## src/rtl/hazard_pkg.sv

```systemverilog
// Shared decode constants and enums for the ID-stage hazard unit.
// Func codes cover the SPECIAL/SPECIAL2 multi-cycle ops.
package hazard_pkg;

  localparam logic [5:0] MUL  = 6'b000010;
  localparam logic [5:0] CLZ  = 6'b100000;
  localparam logic [5:0] CLO  = 6'b100001;
  localparam logic [5:0] DIV  = 6'b011010;
  localparam logic [5:0] DIVU = 6'b011011;

  typedef enum logic [1:0] {
    S_IDLE    = 2'd0,
    S_BUSY    = 2'd1,
    S_RELEASE = 2'd2
  } hdu_state_t;

  typedef enum logic [1:0] {
    C_NONE = 2'b00,
    C_LU   = 2'b01,
    C_MUL  = 2'b10,
    C_DIV  = 2'b11
  } stall_cause_t;

endpackage

```

## src/rtl/mc_hazard_unit_stall_counter.sv

```systemverilog
// Saturating event counter used to track stall cycles.
// Holds at all-ones; cleared only by reset.
module stall_counter #(
  parameter int W = 16
) (
  input  logic         clk,
  input  logic         rst_n,
  input  logic         en,
  output logic [W-1:0] count
);

  always_ff @(posedge clk or negedge rst_n) begin
    if (!rst_n) begin
      count <= '0;
    end else if (en && (count != '1)) begin
      count <= count + 1'b1;
    end
  end

endmodule

```

## src/rtl/mc_hazard_unit.sv

```systemverilog
// ID-stage hazard unit: load-use stalls plus multi-cycle
// mul/div stall sequencing and a stall-cycle counter.
module mc_hazard_unit
  import hazard_pkg::*;
#(
  parameter int MUL_LAT = 4,
  parameter int DIV_LAT = 32,
  parameter int REG_W   = 5,
  parameter int CNT_W   = 16
) (
  input  logic             Clock,
  input  logic             nReset,
  input  logic             MULOp,
  input  logic             ALUOp,
  input  logic [5:0]       Func,
  input  logic [REG_W-1:0] ID_Rs,
  input  logic [REG_W-1:0] ID_Rt,
  input  logic             EX_MemRead,
  input  logic [REG_W-1:0] EX_Rt,
  input  logic             Flush,
  output logic             Stall,
  output logic             Busy,
  output logic [1:0]       StallCause,
  output logic [CNT_W-1:0] StallCount
);

  localparam int MAXL = (MUL_LAT > DIV_LAT) ? MUL_LAT : DIV_LAT;
  localparam int CW   = (MAXL > 1) ? $clog2(MAXL) : 1;

  localparam logic [CW-1:0] MUL_LD = CW'(MUL_LAT - 1);
  localparam logic [CW-1:0] DIV_LD = CW'(DIV_LAT - 1);

  hdu_state_t   state_q, state_d;
  stall_cause_t cause_q, cause_d, cause_o;
  logic [CW-1:0] cnt_q, cnt_d;
  logic         stall_o;
  logic         mul_issue, div_issue, lu_haz;

  assign mul_issue = MULOp &
    ((Func == MUL) | (Func == CLO) | (Func == CLZ));
  assign div_issue = ALUOp &
    ((Func == DIV) | (Func == DIVU));
  assign lu_haz = EX_MemRead & (EX_Rt != '0) &
    ((EX_Rt == ID_Rs) | (EX_Rt == ID_Rt));

  always_comb begin
    state_d = state_q;
    cnt_d   = cnt_q;
    cause_d = cause_q;
    stall_o = 1'b0;
    cause_o = C_NONE;
    if (Flush) begin
      state_d = S_IDLE;
      cnt_d   = '0;
      cause_d = C_NONE;
    end else begin
      unique case (state_q)
        S_IDLE: begin
          // issues are masked while reset is held
          if (lu_haz) begin
            stall_o = 1'b1;
            cause_o = C_LU;
          end else if (mul_issue && nReset) begin
            stall_o = 1'b1;
            cause_o = C_MUL;
            cause_d = C_MUL;
            if (MUL_LAT == 1) begin
              state_d = S_RELEASE;
            end else begin
              cnt_d   = MUL_LD;
              state_d = S_BUSY;
            end
          end else if (div_issue && nReset) begin
            stall_o = 1'b1;
            cause_o = C_DIV;
            cause_d = C_DIV;
            if (DIV_LAT == 1) begin
              state_d = S_RELEASE;
            end else begin
              cnt_d   = DIV_LD;
              state_d = S_BUSY;
            end
          end
        end
        S_BUSY: begin
          stall_o = 1'b1;
          cause_o = cause_q;
          cnt_d   = cnt_q - 1'b1;
          if (cnt_q == CW'(1)) begin
            state_d = S_RELEASE;
          end
        end
        S_RELEASE: begin
          state_d = S_IDLE;
          if (lu_haz) begin
            stall_o = 1'b1;
            cause_o = C_LU;
          end
        end
        default: begin
          state_d = S_IDLE;
        end
      endcase
    end
  end

  always_ff @(posedge Clock or negedge nReset) begin
    if (!nReset) begin
      state_q <= S_IDLE;
      cnt_q   <= '0;
      cause_q <= C_NONE;
    end else begin
      state_q <= state_d;
      cnt_q   <= cnt_d;
      cause_q <= cause_d;
    end
  end

  stall_counter #(
    .W (CNT_W)
  ) u_cnt (
    .clk   (Clock),
    .rst_n (nReset),
    .en    (stall_o),
    .count (StallCount)
  );

  assign Stall      = stall_o;
  assign StallCause = cause_o;
  assign Busy       = (state_q != S_IDLE);

endmodule

```

## config.mk

```make
export PLATFORM = sky130hd
export DESIGN_NAME = mc_hazard_unit
export DESIGN_NICKNAME = d
export VERILOG_FILES = /design/src/rtl/hazard_pkg.sv /design/src/rtl/mc_hazard_unit_stall_counter.sv /design/src/rtl/mc_hazard_unit.sv
export SDC_FILE = /design/constraint.sdc
export NUM_CORES = 1
export LEC_CHECK = 0
export CAP_MARGIN = 10
export CORE_ASPECT_RATIO = 0.9
export CORE_UTILIZATION = 51
export DETAILED_ROUTE_END_ITERATION = 10
export PLACE_DENSITY_LB_ADDON = 0.15
export SYNTH_ARGS = -nofsm -noshare
export SYNTH_HDL_FRONTEND = slang
export SYNTH_HIERARCHICAL = 1
export SYNTH_SLANG_ARGS = --single-unit
```

## constraint.sdc

```tcl
create_clock -name Clock -period 3.6 [get_ports Clock]
set_clock_uncertainty 0.15 [all_clocks]
set_input_delay 0.72 -clock Clock [delete_from_list [all_inputs] [get_ports Clock]]
set_output_delay 0.72 -clock Clock [all_outputs]
set_load 0.05 [all_outputs]
```

Word level (Yosys, flattened, before mapping)

Cells that the tools add are included.

Add/sub/neg operators: 2
Eq/ne operators: 15
Mux-type cells: 28
Bitwise gates (word level): 8
Reduce and logical (&&, ||, !) cells: 12

Operator list:

| operator                                            | count |
|---|---|
| two-way mux 2 bit                                   | 14 |
| two-way mux 5 bit                                   | 4 |
| adder 16 x 1 -> 16 bit, second input constant       | 1 |
| inequality test 16 bit, second input constant       | 1 |
| equality test 6 x 5 -> 1 bit, second input constant | 2 |
| equality test 6 bit, second input constant          | 2 |
| equality test 5 bit                                 | 2 |
| one-hot mux 5 bit (2 select lines)                  | 1 |
| AND reduction 3 bit                                 | 3 |
| equality test 6 x 2 -> 1 bit, second input constant | 1 |
| two-way mux 1 bit                                   | 6 |
| inequality test 3 bit, second input constant        | 2 |
| one-hot mux 2 bit (3 select lines)                  | 1 |
| nonzero test 3 bit                                  | 2 |
| equality test 5 x 1 -> 1 bit, second input constant | 1 |
| nonzero test 5 bit                                  | 1 |
| subtractor 5 x 1 -> 5 bit, second input constant    | 1 |
| bitwise AND 1 bit                                   | 4 |
| inequality test 4 bit, second input constant        | 1 |
| bitwise OR 1 bit                                    | 4 |
| one-hot mux 2 bit (2 select lines)                  | 1 |
| nonzero test 2 bit                                  | 2 |
| logical AND 1 bit                                   | 3 |
| one-hot mux 1 bit (3 select lines)                  | 1 |
| other kinds (4)                                     | 4 |

Bits in registers: 25
Input bits: 27
Output and inout bits: 20
Logic and storage cells: 69

Depth between registers and ports, before layout

Word-level depth: 10
Depth in mapped cells: 9
Depth with buffers taken out: 9

By module

The synthesis kept the hierarchy.

Modules (own cells, without submodules):

| module         | times used | cells an instance | area each (um^2) | sequential area each (um^2) |
|---|---|---|---|---|
| stall_counter  | 1          | 72                | 859.6            | 400.4 |
| mc_hazard_unit | 1          | 92                | 805.8            | 225.2 |

Worst setup path before layout

Ideal clock, no wire load.

Path kind: in2out
Start: input port EX_Rt[3]
End: output port StallCause[1]
Arrival: 2.387 ns
Data required time: 2.730 ns
Setup slack: 0.343 ns
Stages on the path: 4
Buffers on the path: 0
Cell sequence: or4_4 > o21ai_4 > o211ai_1 > a21oi_1

Longest elaborated chain between the ends: 6
Elaborated cells on any way between the ends: 9
Classes of those cells: 2 x eq/ne; 3 x mux; 3 x bitwise; 1 x reduce/logical

RTL lines:

| element                                                   | RTL line                                   | text |
|---|---|---|
| start: declaration                                        | mc_hazard_unit.sv:19                       | `input logic [REG_W-1:0] EX_Rt,` |
| equality test 5 bit or nonzero test 5 bit (tied branches) | mc_hazard_unit.sv:44, mc_hazard_unit.sv:43 |  |
| bitwise OR 1 bit or bitwise AND 1 bit (tied branches)     | mc_hazard_unit.sv:44, mc_hazard_unit.sv:43 |  |
| bitwise AND 1 bit (*)                                     | mc_hazard_unit.sv:43                       | `assign lu_haz = EX_MemRead & (EX_Rt != '0) &` |
| two-way mux 2 bit (*)                                     | mc_hazard_unit.sv:60                       | `if (lu_haz) begin` |
| one-hot mux 2 bit (3 select lines) (*)                    | mc_hazard_unit.sv:57                       | `unique case (state_q)` |
| two-way mux 2 bit (*)                                     | mc_hazard_unit.sv:52                       | `if (Flush) begin` |
| end: declaration                                          | mc_hazard_unit.sv:23                       | `output logic [1:0] StallCause,` |

Mark *: on every way between the ends. The rest lies on a longest branch, timed or not.

Final worst setup path

Start: input port EX_Rt[1]
End: output port StallCause[0]

Longest elaborated chain between the ends: 6
Elaborated cells on any way between the ends: 10
Classes of those cells: 2 x eq/ne; 4 x mux; 3 x bitwise; 1 x reduce/logical

RTL lines:

| element                                                   | RTL line |
|---|---|
| equality test 5 bit or nonzero test 5 bit (tied branches) | mc_hazard_unit.sv:44, mc_hazard_unit.sv:43 |
| bitwise OR 1 bit or bitwise AND 1 bit (tied branches)     | mc_hazard_unit.sv:44, mc_hazard_unit.sv:43 |
| bitwise AND 1 bit (*)                                     | mc_hazard_unit.sv:43 |
| two-way mux 1 bit or two-way mux 2 bit (tied branches)    | mc_hazard_unit.sv:95, mc_hazard_unit.sv:60 |
| one-hot mux 2 bit (3 select lines) (*)                    | mc_hazard_unit.sv:57 |
| two-way mux 2 bit (*)                                     | mc_hazard_unit.sv:52 |

Marked as above.

==> results.md <==
- Hold Vio Cnt, Final: 0
- FMAX: between 200 and 300 MHz
- Via Count: 1518
- Placed Area: roughly 2300 um^2
- Area delta synth->final: 37.57%
- Drt wl/cell: about 15 um
- Min-delay src: cause_q[1]
- DR pass1 iterations: 4
- Worst-path clk slew: around 140 ps
- Drc violations: 0
- Kind of critical path: in -> out
- Critical Path AT: roughly 2700 ps
- Post-layout util: around 74%
- Starting Density: a little over half
- Htree depth: 1
- Detailed placement HPWL: around 3200 um
- Worst vdd ir: around 270 uV
- Status: finished clean
- Final Cell Area: between 2000 and 2500 um^2
- NetSw: ~240 uW
- Number of buffers created by CTS: 3
- DRT antenna net count: 0
- Die X: 62.24 um
- Ant. Diodes: 0
- Placed Cells: around 260
- Tcrit/Tclk final: slightly below 100%
- Finished Layout Cells: 262
- Async SR Flop Fraction: 100.0%
- Critical path startpoint category: input pin
- Initial antenna violation count: 0
- Max_slew headroom: around 66%
- I/O Pins: 47
- Die span in y: ~56 um
- Commonest non-fill, non-tap cell in the layout: clkdlybuf4s50_1
- Core Area: 3090 um^2
- Top FF cell, synth: dfrtp_1
- R2r endpoint: u_cnt/count[15]
- Critical Path RT: approximately 2700 ps
- Synth Net Count: slightly below 200
- Top post-synthesis cells by area: dfrtp_1, xor2_1, xnor2_1
- Worst R2R Start: state_q[0]
- Number of synthesized flops with an enable pin: 0
- Synth area leader: dfrtp_1
- Max Slew Vio Count: 0
- Final setup TNS: 0 ps
- Drt total wl: ~4000 um
- Worst Hold Depth: 2
- Hold path endpoint: cause_q[1]
- GPL Wtd Cong: roughly 0.87
- R2r worst-path depth: 9
- Post-CTS Setup Bufs: 0
- Register share of total power: about half
- TritonCTS Sinks: 25
- Critical Path End Type: output port
- Avg Synthesized Cell Area: just over 10 um^2
- Fin crit period: between 3000 and 4000 ps
- Initial DRC count: 85
- Total Nets Final: ~250
- Max_cap viols: 0
- Fraction of layout cells with a size suffix above 1: about 15%
- First-pass GRT wire length: about 6900 um
- Yosys top cell area share: a little under two fifths
- IO buf count: 46
- Largest net degree at the start of global routing: 26
- Leak: 0.9904 nW
- R2R setup slack: approximately 1100 ps
- GRT overflow: 0
- # setup viols final: 0
- Seq cells post-synth: 25
- Die ar.: about 3500 um^2
- Row Count: 19
- CTS Buffer Depth: 2
- Clock Power Share: around a fifth
- Synth Warn #: 6
- Commonest cells after routing, fill and taps aside: clkdlybuf4s50_1, dfrtp_1, xor2_1, inv_1, nor2_1
- Net Sw Frac: 35.66%
- CTS tree: built
- Vias in the first global route: 1450
- Combinational Power Share: 31.6%
- Cells after Synth: between 150 and 200
- Synthesized cell area: about 1700 um^2
- Internal power: approximately 430 uW
- Slew at the pin with the worst max-slew slack: just over 500 ps
- PD cells: approximately 300 nW/um^2
- GRT Util Overall: 25.12%
- Worst-path maximum fanout: 8
- Vias/cell: between 5 and 6
- Unrepaired setup endpoints after global routing: false
- Worst skew pair latency: roughly 320 ps
- Root Driver: clkbuf_4
- Number of distinct library cells after synthesis: 47
- Sequential fraction of the synthesis area: between 30% and 40%
- Worst Hold Class: reg -> reg
cell usage after synthesis, types with 2 or more instances:
library cell and number:
xnor2_1 6, o211ai_1 4, o21ai_0 4, o21a_1 6, o21ai_2 2, nor2_1 10
nor4_4 2, xor2_1 12, nand4_1 8, o211a_1 2, nor3_1 3, o2bb2ai_1 2
nand2_1 9, and4b_1 2, nor2b_1 2, and3_1 4, a221oi_2 2, nor3_2 2
ha_1 3, inv_1 10, dfrtp_1 25, nand3_1 6, a31oi_1 5, a311oi_1 2
a21oi_1 9
how the worst max path moves through the flow:
stage,start,endpoint,cells past startpoint
floorplan,EX_Rt[3],StallCause[1],4
global placement,EX_Rt[0],StallCause[0],7
detailed placement,EX_Rt[2],StallCause[0],7
CTS,EX_Rt[2],StallCause[0],7
global route,EX_Rt[1],StallCause[0],7
finish,EX_Rt[1],StallCause[0],7
critical path, stage by stage:
cell	delay, ps
clkdlybuf4s50_1	480
xor2_1	170
nor3_1	330
a22oi_4	150
or2_1	300
a221oi_2	320
buf_12	180
logic make-up after synthesis:
family                   Yosys count  synth area share, %
AND/OR/NAND/NOR                   63                26.45
AO/OA/AOI/OAI                     43                21.11
flip-flops                        25                37.57
XOR/XNOR                          18                9.466
buffers and inverters             11                2.479
adder cells (fa/ha/maj)            3                2.254
multiplexers                       1               0.6761
power by group through the flow:
stage	logic [mW]	registers [mW]	clock network (mW)
floorplan	0.0617	0.382	0
global placement	0.205	0.330	0
detailed placement	0.212	0.332	0
CTS	0.213	0.327	0.135
global route	0.226	0.332	0.147
finish	0.211	0.327	0.129
registers in the layout, summed over array words and instances (netlist names):
name	cells
u_cnt/count	16
cause_q	2
cnt_q	5
state_q	2
metal layers:
| metal | routed length (um) | global-route usage, % | part of all wire (%) | vias up |
|---|---|---|---|---|
| met2 | 1836 | 40.97 | 46 | 66 |
| met1 | 1906 | 34.65 | 47 | 712 |
| met4 | 19 | 3.654 | 0.47 | 0 |
| met3 | 272 | 6.148 | 6.7 | 2 |
| met5 | 0 | 0 | 0 | - |
| li1 | - | - | - | 738 |
what timing repair did:
action | 4_1_cts | 5_1_grt
endpoints found under the setup margin | 0 | 2
hold buffers | 0 | 0
resized for setup | 0 | 1
layout make-up:
cell class                      count  area (um^2)
Inverter                           10        37.54
Tap cell                           42        52.55
Timing Repair Buffer               53        543.0
Clock inverter                      1        7.507
Clock buffer                        3        22.52
Multi-Input combinational cell    128         1002
Fill cell                         245        799.5
Sequential cell                    25        625.6
per-stage QoR:
stage,power (mW),setup WS (ps),hold slack (ps)
3_5_place_dp,0.5441,60.04,357.6
4_1_cts,0.6749,67.08,382.6
3_3_place_gp,0.5347,137.1,350.7
2_1_floorplan,0.4436,343.2,274.4
6_report,0.6680,83.46,387.1
5_1_grt,0.7047,4.888,408.7
No activity file was read; power rests on OpenSTA's default activity.
